### config.mk
export PLATFORM = sky130hd
export DESIGN_NAME = ps2_host_tx_flat
export DESIGN_NICKNAME = d
export VERILOG_FILES = /design/src/rtl/ps2_pkg.sv /design/src/rtl/ps2_host_tx_if.sv /design/src/rtl/ps2_line_filter.sv /design/src/rtl/ps2_host_tx.sv /design/src/flat_wrapper.sv
export SDC_FILE = /design/constraint.sdc
export NUM_CORES = 1
export LEC_CHECK = 0
export ABC_AREA = 1
export CAP_MARGIN = 40
export CORE_UTILIZATION = 25
export DETAILED_ROUTE_END_ITERATION = 16
export SYNTH_ARGS = -nofsm -noshare
export SYNTH_HDL_FRONTEND = slang
export SYNTH_SLANG_ARGS = --single-unit
### constraint.sdc
create_clock -name clk_i -period 3.32 [get_ports clk_i]
set_clock_uncertainty 0.05 [all_clocks]
set_input_delay 0.498 -clock clk_i [delete_from_list [all_inputs] [get_ports clk_i]]
set_output_delay 0.498 -clock clk_i [all_outputs]
set_load 0.02 [all_outputs]
### src/rtl/ps2_pkg.sv
// Shared types for the PS/2 host transmitter and its line filter.
// Optional timeouts are enabled with PS2_TX_TIMEOUT_EN.
package ps2_pkg;

  typedef enum logic [2:0] {
    IDLE,
    INHIBIT,
    START,
    WAIT_CLK,
    SHIFT,
    ACK,
    WAIT_IDLE
  } ps2_tx_state_t;

  typedef enum logic [1:0] {
    ERR_NONE     = 2'd0,
    ERR_START_TO = 2'd1,
    ERR_XFER_TO  = 2'd2,
    ERR_NO_ACK   = 2'd3
  } ps2_tx_err_t;

  localparam int START_CYCLES = 50;

  function automatic int us_to_cycles(
    input int freq_hz,
    input int us
  );
    return (freq_hz / 1_000_000) * us;
  endfunction

endpackage

### src/rtl/ps2_host_tx_if.sv
// Command handshake between a requester and the PS/2 host transmitter.
// Optional timeouts are enabled with PS2_TX_TIMEOUT_EN.
interface ps2_host_tx_if;
  logic [7:0] data_i;
  logic       data_valid_i;
  logic       ready_o;
  logic       done_o;
  logic       error_o;
  logic [1:0] err_code_o;

  modport master (
    output data_i,
    output data_valid_i,
    input  ready_o,
    input  done_o,
    input  error_o,
    input  err_code_o
  );

  modport slave (
    input  data_i,
    input  data_valid_i,
    output ready_o,
    output done_o,
    output error_o,
    output err_code_o
  );
endinterface

### src/rtl/ps2_line_filter.sv
// Two-flop synchroniser plus glitch filter for one PS/2 pad line.
// Shared with the receive controller; PS2_TX_TIMEOUT_EN has no effect here.
module ps2_line_filter #(
  parameter int FILTER_LEN = 8
) (
  input  logic clk_i,
  input  logic rst_i,
  input  logic line_i,
  output logic filt_o,
  output logic fall_o
);

  localparam int CW = $clog2(FILTER_LEN + 1);
  localparam logic [CW-1:0] LAST = CW'(FILTER_LEN - 1);

  logic          r_s1;
  logic          r_s2;
  logic          r_filt;
  logic          r_fall;
  logic [CW-1:0] r_cnt;

  always_ff @(posedge clk_i or negedge rst_i) begin
    if (!rst_i) begin
      r_s1   <= 1'b1;
      r_s2   <= 1'b1;
      r_filt <= 1'b1;
      r_fall <= 1'b0;
      r_cnt  <= '0;
    end else begin
      r_s1   <= line_i;
      r_s2   <= r_s1;
      r_fall <= 1'b0;
      if (r_s2 == r_filt) begin
        r_cnt <= '0;
      end else if (r_cnt == LAST) begin
        r_filt <= r_s2;
        r_fall <= r_filt;
        r_cnt  <= '0;
      end else begin
        r_cnt <= r_cnt + 1'b1;
      end
    end
  end

  assign filt_o = r_filt;
  assign fall_o = r_fall;

endmodule

### src/rtl/ps2_host_tx.sv
// Host-to-device PS/2 command transmitter driving open-drain enables.
// Define PS2_TX_TIMEOUT_EN to add start and transfer timeouts.
module ps2_host_tx
  import ps2_pkg::*;
#(
  parameter int CLK_FREQ_HZ      = 50_000_000,
  parameter int INHIBIT_US       = 120,
  parameter int START_TIMEOUT_US = 15000,
  parameter int XFER_TIMEOUT_US  = 2000,
  parameter int FILTER_LEN       = 8
) (
  input  logic         clk_i,
  input  logic         rst_i,
  ps2_host_tx_if.slave bus,
  input  logic         ps2_clk_i,
  input  logic         ps2_dat_i,
  output logic         ps2_clk_oe_o,
  output logic         ps2_dat_oe_o,
  output logic         rx_inhibit_o
);

  localparam int INH_CYC = us_to_cycles(CLK_FREQ_HZ, INHIBIT_US);
  localparam int STO_CYC = us_to_cycles(CLK_FREQ_HZ, START_TIMEOUT_US);
  localparam int XTO_CYC = us_to_cycles(CLK_FREQ_HZ, XFER_TIMEOUT_US);
  localparam logic [31:0] INH_LAST = 32'(INH_CYC - 1);
  localparam logic [31:0] STA_LAST = 32'(START_CYCLES - 1);

  logic w_clk_f;
  logic w_clk_fall;
  logic w_dat_f;
  logic w_unused_dat_fall;

  ps2_line_filter #(.FILTER_LEN(FILTER_LEN)) u_clk_flt (
    .clk_i  (clk_i),
    .rst_i  (rst_i),
    .line_i (ps2_clk_i),
    .filt_o (w_clk_f),
    .fall_o (w_clk_fall)
  );

  ps2_line_filter #(.FILTER_LEN(FILTER_LEN)) u_dat_flt (
    .clk_i  (clk_i),
    .rst_i  (rst_i),
    .line_i (ps2_dat_i),
    .filt_o (w_dat_f),
    .fall_o (w_unused_dat_fall)
  );

  ps2_tx_state_t r_state, w_state_nxt;
  ps2_tx_err_t   r_code, w_code_nxt;
  logic [31:0]   r_cnt, w_cnt_nxt;
  logic [9:0]    r_frame, w_frame_nxt;
  logic [3:0]    r_bit, w_bit_nxt;
  logic          r_clk_oe, w_clk_oe_nxt;
  logic          r_dat_oe, w_dat_oe_nxt;
  logic          r_done, w_done_nxt;
  logic          r_err, w_err_nxt;

`ifdef PS2_TX_TIMEOUT_EN
  localparam logic [31:0] STO_LAST = 32'(STO_CYC - 1);
  localparam logic [31:0] XTO_LAST = 32'(XTO_CYC - 1);
  logic [31:0] r_to, w_to_nxt;

  always_ff @(posedge clk_i or negedge rst_i) begin
    if (!rst_i) r_to <= '0;
    else        r_to <= w_to_nxt;
  end
`else
  logic [31:0] w_unused_to;
  assign w_unused_to = STO_CYC ^ XTO_CYC;
`endif

  always_ff @(posedge clk_i or negedge rst_i) begin
    if (!rst_i) begin
      r_state  <= IDLE;
      r_code   <= ERR_NONE;
      r_cnt    <= '0;
      r_frame  <= '0;
      r_bit    <= '0;
      r_clk_oe <= 1'b0;
      r_dat_oe <= 1'b0;
      r_done   <= 1'b0;
      r_err    <= 1'b0;
    end else begin
      r_state  <= w_state_nxt;
      r_code   <= w_code_nxt;
      r_cnt    <= w_cnt_nxt;
      r_frame  <= w_frame_nxt;
      r_bit    <= w_bit_nxt;
      r_clk_oe <= w_clk_oe_nxt;
      r_dat_oe <= w_dat_oe_nxt;
      r_done   <= w_done_nxt;
      r_err    <= w_err_nxt;
    end
  end

  always_comb begin
    w_state_nxt  = r_state;
    w_code_nxt   = r_code;
    w_cnt_nxt    = r_cnt;
    w_frame_nxt  = r_frame;
    w_bit_nxt    = r_bit;
    w_clk_oe_nxt = r_clk_oe;
    w_dat_oe_nxt = r_dat_oe;
    w_done_nxt   = 1'b0;
    w_err_nxt    = 1'b0;
`ifdef PS2_TX_TIMEOUT_EN
    w_to_nxt     = r_to;
`endif
    unique case (r_state)
      IDLE: begin
        w_clk_oe_nxt = 1'b0;
        w_dat_oe_nxt = 1'b0;
        if (bus.data_valid_i) begin
          // frame = {stop, odd parity, data}, shifted out LSB first
          w_frame_nxt  = {1'b1, ~^bus.data_i, bus.data_i};
          w_bit_nxt    = '0;
          w_cnt_nxt    = '0;
          w_code_nxt   = ERR_NONE;
          w_clk_oe_nxt = 1'b1;
          w_state_nxt  = INHIBIT;
        end
      end
      INHIBIT: begin
        if (r_cnt == INH_LAST) begin
          w_cnt_nxt    = '0;
          w_dat_oe_nxt = 1'b1;
          w_state_nxt  = START;
        end else begin
          w_cnt_nxt = r_cnt + 32'd1;
        end
      end
      START: begin
        if (r_cnt == STA_LAST) begin
          w_cnt_nxt    = '0;
          w_clk_oe_nxt = 1'b0;
          w_state_nxt  = WAIT_CLK;
`ifdef PS2_TX_TIMEOUT_EN
          w_to_nxt     = '0;
`endif
        end else begin
          w_cnt_nxt = r_cnt + 32'd1;
        end
      end
      WAIT_CLK: begin
        if (w_clk_fall) begin
          w_dat_oe_nxt = ~r_frame[0];
          w_bit_nxt    = 4'd1;
          w_state_nxt  = SHIFT;
        end
      end
      SHIFT: begin
        if (w_clk_fall) begin
          w_dat_oe_nxt = ~r_frame[r_bit];
          if (r_bit == 4'd9) w_state_nxt = ACK;
          else               w_bit_nxt   = r_bit + 4'd1;
        end
      end
      ACK: begin
        if (w_clk_fall) begin
          if (!w_dat_f) begin
            w_state_nxt = WAIT_IDLE;
          end else begin
            w_clk_oe_nxt = 1'b0;
            w_dat_oe_nxt = 1'b0;
            w_err_nxt    = 1'b1;
            w_code_nxt   = ERR_NO_ACK;
            w_state_nxt  = IDLE;
          end
        end
      end
      WAIT_IDLE: begin
        if (w_clk_f && w_dat_f) begin
          w_done_nxt  = 1'b1;
          w_state_nxt = IDLE;
        end
      end
      default: w_state_nxt = IDLE;
    endcase
`ifdef PS2_TX_TIMEOUT_EN
    // timeouts override the normal step; a completing done wins the tie
    if (r_state == WAIT_CLK) begin
      if (w_clk_fall) begin
        w_to_nxt = '0;
      end else if (r_to == STO_LAST) begin
        w_clk_oe_nxt = 1'b0;
        w_dat_oe_nxt = 1'b0;
        w_err_nxt    = 1'b1;
        w_code_nxt   = ERR_START_TO;
        w_state_nxt  = IDLE;
      end else begin
        w_to_nxt = r_to + 32'd1;
      end
    end else if (r_state inside {SHIFT, ACK, WAIT_IDLE}) begin
      if (r_to == XTO_LAST && !w_done_nxt && !w_err_nxt) begin
        w_clk_oe_nxt = 1'b0;
        w_dat_oe_nxt = 1'b0;
        w_err_nxt    = 1'b1;
        w_code_nxt   = ERR_XFER_TO;
        w_state_nxt  = IDLE;
      end else begin
        w_to_nxt = r_to + 32'd1;
      end
    end
`endif
  end

  assign bus.ready_o    = (r_state == IDLE);
  assign bus.done_o     = r_done;
  assign bus.error_o    = r_err;
  assign bus.err_code_o = r_code;
  assign ps2_clk_oe_o   = r_clk_oe;
  assign ps2_dat_oe_o   = r_dat_oe;
  assign rx_inhibit_o   = (r_state != IDLE);

endmodule

### src/flat_wrapper.sv
// flat-port wrapper written by rule: the top's interface ports become plain ports
module ps2_host_tx_flat import ps2_pkg::*;
#(
  parameter int CLK_FREQ_HZ      = 50_000_000,
  parameter int INHIBIT_US       = 120,
  parameter int START_TIMEOUT_US = 15000,
  parameter int XFER_TIMEOUT_US  = 2000,
  parameter int FILTER_LEN       = 8
)
  (clk_i, rst_i, ps2_clk_i, ps2_dat_i, ps2_clk_oe_o, ps2_dat_oe_o, rx_inhibit_o, bus_data_i, bus_data_valid_i, bus_ready_o, bus_done_o, bus_error_o, bus_err_code_o);
  ps2_host_tx_if bus_i ();
  input  logic clk_i;
  input  logic rst_i;
  input  logic ps2_clk_i;
  input  logic ps2_dat_i;
  output logic ps2_clk_oe_o;
  output logic ps2_dat_oe_o;
  output logic rx_inhibit_o;
  input wire logic [$bits(bus_i.data_i)-1:0] bus_data_i;
  input wire logic [$bits(bus_i.data_valid_i)-1:0] bus_data_valid_i;
  output wire logic [$bits(bus_i.ready_o)-1:0] bus_ready_o;
  output wire logic [$bits(bus_i.done_o)-1:0] bus_done_o;
  output wire logic [$bits(bus_i.error_o)-1:0] bus_error_o;
  output wire logic [$bits(bus_i.err_code_o)-1:0] bus_err_code_o;
  assign bus_i.data_i = bus_data_i;
  assign bus_i.data_valid_i = bus_data_valid_i;
  assign bus_ready_o = bus_i.ready_o;
  assign bus_done_o = bus_i.done_o;
  assign bus_error_o = bus_i.error_o;
  assign bus_err_code_o = bus_i.err_code_o;
  ps2_host_tx #(.CLK_FREQ_HZ(CLK_FREQ_HZ), .INHIBIT_US(INHIBIT_US), .START_TIMEOUT_US(START_TIMEOUT_US), .XFER_TIMEOUT_US(XFER_TIMEOUT_US), .FILTER_LEN(FILTER_LEN)) u_core (.clk_i(clk_i), .rst_i(rst_i), .bus(bus_i), .ps2_clk_i(ps2_clk_i), .ps2_dat_i(ps2_dat_i), .ps2_clk_oe_o(ps2_clk_oe_o), .ps2_dat_oe_o(ps2_dat_oe_o), .rx_inhibit_o(rx_inhibit_o));
endmodule
==> results by stage, run 1 <==
STA:
- In the post-route analysis, the smallest setup slack over all paths is 0.941 ns.
- The hold violation total from the final report is 0.
- Setup repair after global routing left no endpoint under its margin.
- The final max-slew violation count is 0.
- Subtracting the final worst setup slack from the clock period gives 2.38 ns.
- The ratio of final minimum period to clock period is 0.717.
- The sum of negative setup slack is 0 ns.
- Measured against its own limit, the worst slew margin works out to 0.644.
- At the pin with the least slew margin, the transition time is 0.533 ns.
- The maximum clock frequency is 420 MHz.
- Setup violations remaining at the end of the flow were counted as 0.
- The tightest hold path in the finished design has a slack of approximately 0.00067 ns.

Worst setup path:
- In this run the critical register-to-register path is launched from u_core.r_cnt[0].
- The critical path's top delay family is buffers and inverters.
- The critical path starts at u_core.r_state[2].
- The number of cells on the worst reg-to-reg path is 10.
- The critical path's slowest cell is sky130_fd_sc_hd__clkdlybuf4s50_1.
- STA puts the critical path data arrival time at 1.83 ns.
- Along the worst path, the maximum fanout reaches 8.
- Data on the critical path is required at its endpoint by 2.77 ns.
- The sort of element at the end of the critical path is an output port.
- The setup path with the least slack is of type flop to output port.
- The largest stage delay on the critical path is 0.62 ns.
- The critical path runs through a total of 4 cells.
- Walking the worst path, the cells encountered are nor2_1 > nand2_2 > inv_1 > clkdlybuf4s50_1.
- The critical path contains buffers and inverters numbering 2 combined.
- The element type at the critical path start is a flop.

Power:
- The total power of the final layout is between 4 and 5 mW.
- VDD sags by at most 0.420 mV.
- The share of total power dissipated in the clock network is 0.225.
- For this design the static power due to leakage is 2.36 nW.
- The switching share of total power is 0.451.
- Of the total power, combinational logic draws 0.433.
- The power density over the cells is 823 nW/µm².
- The switching component of the power is ~1.9 mW.
- Internal power comes to 2.26 mW.
- The share of total power dissipated in sequential elements is 0.343.

Finish:
- The area added between synthesis and finish is 17.2%.
- The filler cells instantiated in the layout total 1784.
- At the end of the flow the core is filled with cells to 0.301.
- The repair_antennas step left the layout with diodes totalling 0.
- The library cell used most frequently in the layout, excluding fill and tap cells, is sky130_fd_sc_hd__nand2_1.
- Leaving out fill and tap cells, the most frequent cells in the layout are sky130_fd_sc_hd__nand2_1, sky130_fd_sc_hd__nor2_1, sky130_fd_sc_hd__inv_1.
- The post-route cell area is 5010 µm².
- The finished layout holds 865 standard cells, fillers aside.
- The number of nets in the final layout is 659.
- The share of final-layout standard cells stronger than drive strength 1 is 0.0682.

Drt:
- The post-detailed-routing wire length is 10.5 mm.
- The remaining antenna violation count after routing is 0.
- Across all layers, the routed design uses about 3.8k vias.
- The detailed-routing iteration count for the pre-antenna-repair pass is 5.
- The routed via count divided by cell count is ~4.4.
- For this block, the initial DRC count from the detailed router was 233.
- The routed wire length per instance is 12.1 µm.
- The number of DRC violations after detailed routing is 0.

Clock network:
- In this run the deepest clock path goes through 2 buffers.
- The total of hold buffers inserted after clock tree synthesis is 0.
- The total number of clock tree sinks is 69.
- Once the clock tree was built, the resizer swapped 0 gates to a different size.
- The total CTS buffers is 9.
- The clock tree from TritonCTS is built.
- The cell chosen for the clock root is sky130_fd_sc_hd__clkbuf_16.
- The later pin in the worst-skew pair is clocked with a latency of 0.35 ns.
- The post-CTS setup-driven buffer insertion count is 0.
- The depth of the CTS H-tree is 3.
- The clock transition at the register clock pins on the worst setup and hold paths after CTS is 0.07 ns.

Yosys:
- The area of the mapped netlist is 4280 µm².
- Of the synthesized area, sequential elements account for 0.405.
- The synthesized netlist net count is 635.
- The mean instance size in the synthesized netlist is roughly 6.9 µm².
- In this run, synthesis produced a sequential element count of 69.
- After technology mapping, the gate count stands at ~600.
- Counting distinct cell types in the post-synthesis netlist gives 34.
- Yosys printed 0 warnings.

Global routing:
- The final global-route overflow total is 0.
- The first-pass GRT wire length is 18.1 mm.
- The number of global-route vias before repair is between 3k and 4k.
- The number of antenna violations at the first check in global routing is 0.
- For this run, the total global-route usage over all layers was measured as 0.129.
- Entering global routing, the biggest net connects 47 pins.

Placement:
- Including well taps, the total number of placed cells is ~850.
- The post-placement setup slack is ~1.0 ns.
- Port buffering added 20 buffers.
- The placement-stage cell area is 4730 µm².
- The congestion estimate from routability-driven global placement came to roughly 0.9.
- Detailed placement ended at an HPWL of 7.86 mm.

Floorplan:
- The initial utilization of the core area, before any placement, comes to 0.257.
- The number of primary I/O pins is 21.
- The region available for standard cell placement spans 16600 µm².
- The chip height is 133 µm.
- The area of the die is 17600 µm².
- The horizontal extent of the die is 133 µm.
- The number of rows in the core area is 47.

Min path:
- The kind of path behind the tightest hold check is input port to asynchronous set/reset pin.

Flow run:
- The max-capacitance violation count is 0.

Outcome:
- The run finished with clean final reports.
==> synthesized netlist by cell type, drive strengths merged <==
library cell | count | area share
nand2 | 191 | 0.17
nor2 | 104 | 0.095
inv | 77 | 0.068
dfrtp | 63 | 0.37
nand3 | 54 | 0.064
o21ai | 28 | 0.034
xor2 | 15 | 0.031
nor3 | 14 | 0.020
o211ai | 13 | 0.023
buf | 11 | 0.019
xnor2 | 10 | 0.020
nand4 | 8 | 0.012
dfstp | 6 | 0.037
ha | 6 | 0.018
a21oi | 5 | 0.0058
nand3b | 4 | 0.0070
clkbuf | 2 | 0.0018
and3 | 1 | 0.0015
nor4 | 1 | 0.0015
o22ai | 1 | 0.0015
or2 | 1 | 0.0015
or3 | 1 | 0.0015
==> final timing paths <==
check	slack (ns)	endpoint
max in group asynchronous	2.63	u_core.u_clk_flt.r_s1
min reg2reg	0.30	u_core.u_clk_flt.r_s2
max reg2reg	1.08	u_core.r_cnt[7]
min in group clk_i	0.30	u_core.u_clk_flt.r_s2
max	0.94	bus_ready_o
min	0.0007	u_core.r_cnt[21]
==> sequential cells by signal, summed over array words and instances, names as in the netlist, 3 cells and up <==
name / flops
u_core.r_frame: 10
u_core.r_cnt: 32
u_core.r_state: 3
u_core.u_dat_flt.r_cnt: 4
u_core.r_bit: 4
u_core.u_clk_flt.r_cnt: 4
==> cell type report <==
type                    instances  area, µm²  area share
clock buffers                  10        239      0.0477
repair buffers                 26        263      0.0524
well taps                     220        275      0.0549
clock inverters                 6       46.3     0.00923
multi-input cells             457       2170       0.432
inverters                      77        289      0.0576
flip-flops and latches         69       1730       0.346
==> power groups by stage <==
stage	Combinational (mW)	Clock [mW]	Sequential, mW
2_1_floorplan	1.37	0	1.33
3_3_place_gp	1.78	0	1.42
4_1_cts	1.79	0.944	1.41
3_5_place_dp	1.79	0	1.42
6_report	1.79	0.926	1.41
5_1_grt	2.04	0.981	1.46
==> cells by family (layout without fill, tap and decap cells) <==
| kind of cell | count (synthesis) | in the layout | synth area share |
|---|---|---|---|
| xor+xnor | 25 | 25 | 0.0512 |
| compound gates | 47 | 47 | 0.0637 |
| fa+ha+maj | 6 | 6 | 0.0175 |
| buf+inv | 90 | 119 | 0.0880 |
| simple gates | 379 | 379 | 0.374 |
| flops | 69 | 69 | 0.405 |
==> routing by layer <==
| metal | wire length [µm] | vias to the layer above | GRT usage |
|---|---|---|---|
| met2 | 4360 | 91 | 0.187 |
| met4 | 324 | 0 | 0.0543 |
| li1 | - | 1988 | - |
| met5 | 0 | - | 0 |
| met1 | 5280 | 1724 | 0.182 |
| met3 | 530 | 21 | 0.0326 |
No activity file was read; power rests on OpenSTA's default activity.
==> inputs of run 2 (changes only) <==
clock period = 2.2 ns   (was 3.32 ns; I/O delays follow)
==> run 2 against run 1 <==
  * Wire length grew 0.11%
  * Final area grew 2.1%
  * Power grew 58%
  * Sequential cell count is the same
  * Die area is the same
  * Global-route usage grew 0.13 points
  * Critical path depth shrank 1
  * Count of clock-buffer cells in the layout grew 1
  * Critical endpoint is now rx_inhibit_o
  * Largest power group unchanged
  * Highest routed layer unchanged
==> results by stage, run 2 (same netlist as run 1, synthesis figures left out) <==
Outcome:
- The flow ran to the end, and the final reports show no timing, DRC or antenna violations.

Finish:
- The number of nets in the final layout is 668.
- The number of diodes is 0.
- The layout has 1787 filler cells.
- The total area of multi-input combinational cells is 2170 µm².
- Relative to the synthesized area, the layout overhead comes to 19.6%.
- The top cell types in the final layout, fill and taps aside, are sky130_fd_sc_hd__nand2_1, sky130_fd_sc_hd__nor2_1, sky130_fd_sc_hd__inv_1.
- The share of final-layout standard cells stronger than drive strength 1 is 0.0780.
- The register with the most flip-flops in the layout has 32 of them.
- The post-route core utilization is 0.308.
- The library cell used most frequently in the layout, excluding fill and tap cells, is sky130_fd_sc_hd__nand2_1.
- Across the whole layout, storage elements account for 1730 µm².
- The largest registers in the layout are u_core.r_cnt x32, u_core.r_frame x10.
- u_core.r_cnt holds more flip-flops than any other register.

Power:
- The power density over the cells is about 1300 nW/µm².
- Of the total power, the share spent switching nets is 0.432.
- The worst supply voltage drop on vdd is approximately 0.80 mV.
- Of the total power, combinational logic draws 0.437.
- The register share of total power is 0.319.
- The switching component of the power is 2.81 mW.
- The internal portion of total power is about 3.7 mW.
- The share of total power dissipated in the clock network is 0.244.
- The leakage power figure is 2.44 nW.

Worst setup path:
- In this design, the largest share of critical-path delay is due to buffers and inverters.
- The critical path's slowest cell is sky130_fd_sc_hd__clkdlybuf4s50_1.
- The largest stage delay on the critical path is ~0.62 ns.
- Along the worst path, the maximum fanout reaches 8.
- The worst setup path is captured at an output port.
- Setup slack on the worst reg-to-reg path comes out at roughly 0.3 ns.
- Counting both buffers and inverters, the worst setup path holds a total of 1.
- The worst setup path is of the flop to output port kind.
- At the worst endpoint, the required time is about 1.8 ns.
- Data arrives at the worst endpoint at 1.69 ns.
- Walking the worst path, the cells encountered are nor2_1 > nand2_2 > clkdlybuf4s50_1.
- The worst setup path is launched from a flop.

STA:
- The final max-slew violation count is 0.
- In this run the tightest slew margin relative to its limit is 0.623.
- Setup repair after global routing left no endpoint under its margin.
- The final setup violation count is 0.
- The ratio of final minimum period to clock period is 0.942.
- The maximum clock frequency is 483 MHz.
- For the pin with the worst max-slew slack, the measured transition is between 0.5 and 0.6 ns.
- The clock period could shrink to 2.07 ns.
- The sum of negative setup slack is 0 ns.
- The hold violation total from the final report is 0.

Drt:
- The count of nets left with antenna violations once routing finished came out at 0.
- For this block, the initial DRC count from the detailed router was 271.
- The number of DRC violations after detailed routing is 0.
- The routed via count divided by cell count is 4.48.
- For this run, the detailed router's first-pass iteration total came to 5.
- The routed wire length per instance is ~12 µm.
- The post-detailed-routing wire length is 10.5 mm.
- The total number of vias is 3914.

Clock network:
- TritonCTS built the clock tree.
- Buffers inserted during clock tree synthesis total 9.
- In this run the clock root is driven by a sky130_fd_sc_hd__clkbuf_16.
- CTS built an H-tree with a depth of 3.
- The clock transition at the register clock pins on the worst setup and hold paths after CTS is 0.06 ns.
- For the worst-skew pair, the clock arrives at the later sink with an insertion delay of roughly 0.34 ns.
- The total number of clock tree sinks is 69.
- The number of buffers on the longest clock path is 2.

Global routing:
- The total track usage is 0.131.
- The final global-route overflow total is 0.
- The number of global-route vias before repair came to between 3k and 4k.
- The number of antenna violations at the first check in global routing is 0.
- The first-pass GRT wire length is 18.3 mm.
- The pin count of the biggest net entering global routing is 41.

Placement:
- The placed wire-length estimate is 7.95 mm.
- At the end of routability-driven placement, the weighted congestion stood at 0.878.
- The number of port buffers is 20.

Floorplan:
- 21 I/O pins were placed.
- The initial utilization of the core area, before any placement, comes to 0.257.
- The number of rows in the core area is 47.
- The core area is 16600 µm².
- In this run the horizontal extent of the chip is approximately 130 µm.
- From bottom edge to top edge, the die measures 133 µm.
- The area of the die is 17600 µm².

Min path:
- The tightest min-delay check is of the flop to flop type.

Flow run:
- The max-capacitance violation count is 0.
## run 2: changes by cell type in the layout (fill, tap and decap cells not counted)
cell                              before  now
sky130_fd_sc_hd__buf_12                0    1
sky130_fd_sc_hd__clkbuf_1              0    1
sky130_fd_sc_hd__bufinv_16             0    2
sky130_fd_sc_hd__buf_4                 6   14
sky130_fd_sc_hd__dlymetal6s2s_1        0    1
sky130_fd_sc_hd__dlygate4sd3_1         0    1
sky130_fd_sc_hd__buf_16                1    0
sky130_fd_sc_hd__clkinvlp_4            2    0
sky130_fd_sc_hd__clkdlybuf4s50_1      19   18
sky130_fd_sc_hd__inv_6                 2    1
## run 2: repair_timing
| item | 4_1_cts | 5_1_grt |
|---|---|---|
| setup buffers | 0 | 0 |
| gates resized for setup | 0 | 1 |
| hold buffers | 1 | 0 |
| endpoints found under the hold margin | 26 | 0 |
| endpoints found under the setup margin | 0 | 1 |
## run 2: final timing paths
kind | from | depth (start not counted) | endpoint
max in group asynchronous | rst_i | 3 | u_core.u_dat_flt.r_s1
min reg2reg | u_core.u_clk_flt.r_s1 | 0 | u_core.u_clk_flt.r_s2
min | u_core.u_clk_flt.r_s1 | 0 | u_core.u_clk_flt.r_s2
min in group asynchronous | rst_i | 2 | u_core.r_cnt[10]
max | u_core.r_state[0] | 3 | rx_inhibit_o
max reg2reg | u_core.r_cnt[29] | 10 | u_core.r_cnt[4]
## run 2: final cells by class
| type | count | area share |
|---|---|---|
| flip-flops and latches | 69 | 0.339 |
| inverters | 77 | 0.0565 |
| repair buffers | 35 | 0.0640 |
| clock inverters | 5 | 0.0161 |
| multi-input cells | 457 | 0.424 |
| clock buffers | 11 | 0.0474 |
| well taps | 220 | 0.0538 |
## run 2: power groups by stage
stage	Clock, mW	Sequential (mW)	Combinational, mW
after floorplan	0	2.00	2.07
after global placement	0	2.08	2.83
after detailed placement	0	2.08	2.84
after CTS	1.63	2.07	2.86
after global routing	1.69	2.14	3.21
final	1.59	2.08	2.84
## run 2: through the flow
step | power, mW | cell area [µm²] | cells | worst slack, ns | hold slack [ns]
2_1_floorplan | 4.08 | 4280 | 616 | 0.406 | -0.0156
3_3_place_gp | 4.91 | 4780 | 857 | 0.207 | 0.243
3_5_place_dp | 4.93 | 4780 | 857 | 0.197 | 0.241
4_1_cts | 6.56 | 5120 | 874 | 0.00851 | 0.306
5_1_grt | 7.03 | 5120 | 874 | 0.0358 | 0.307
6_report | 6.51 | 5120 | 874 | 0.128 | 0.304
## run 2: metal layers
layer	wire length [µm]	global-route usage	up-vias
li1	-	-	2011
met1	5040	0.170	1791
met2	4810	0.210	94
met3	484	0.0318	18
met4	175	0.0460	0
met5	0	0	-
## run 2: worst register-to-register path, delay by kind of cell, from the launching register on
| kind | cells | cell delay, ns |
|---|---|---|
| buffers and inverters | 1 | 0.13 |
| AND/OR/NAND/NOR | 9 | 1.18 |
| flip-flops | 1 | 0.43 |
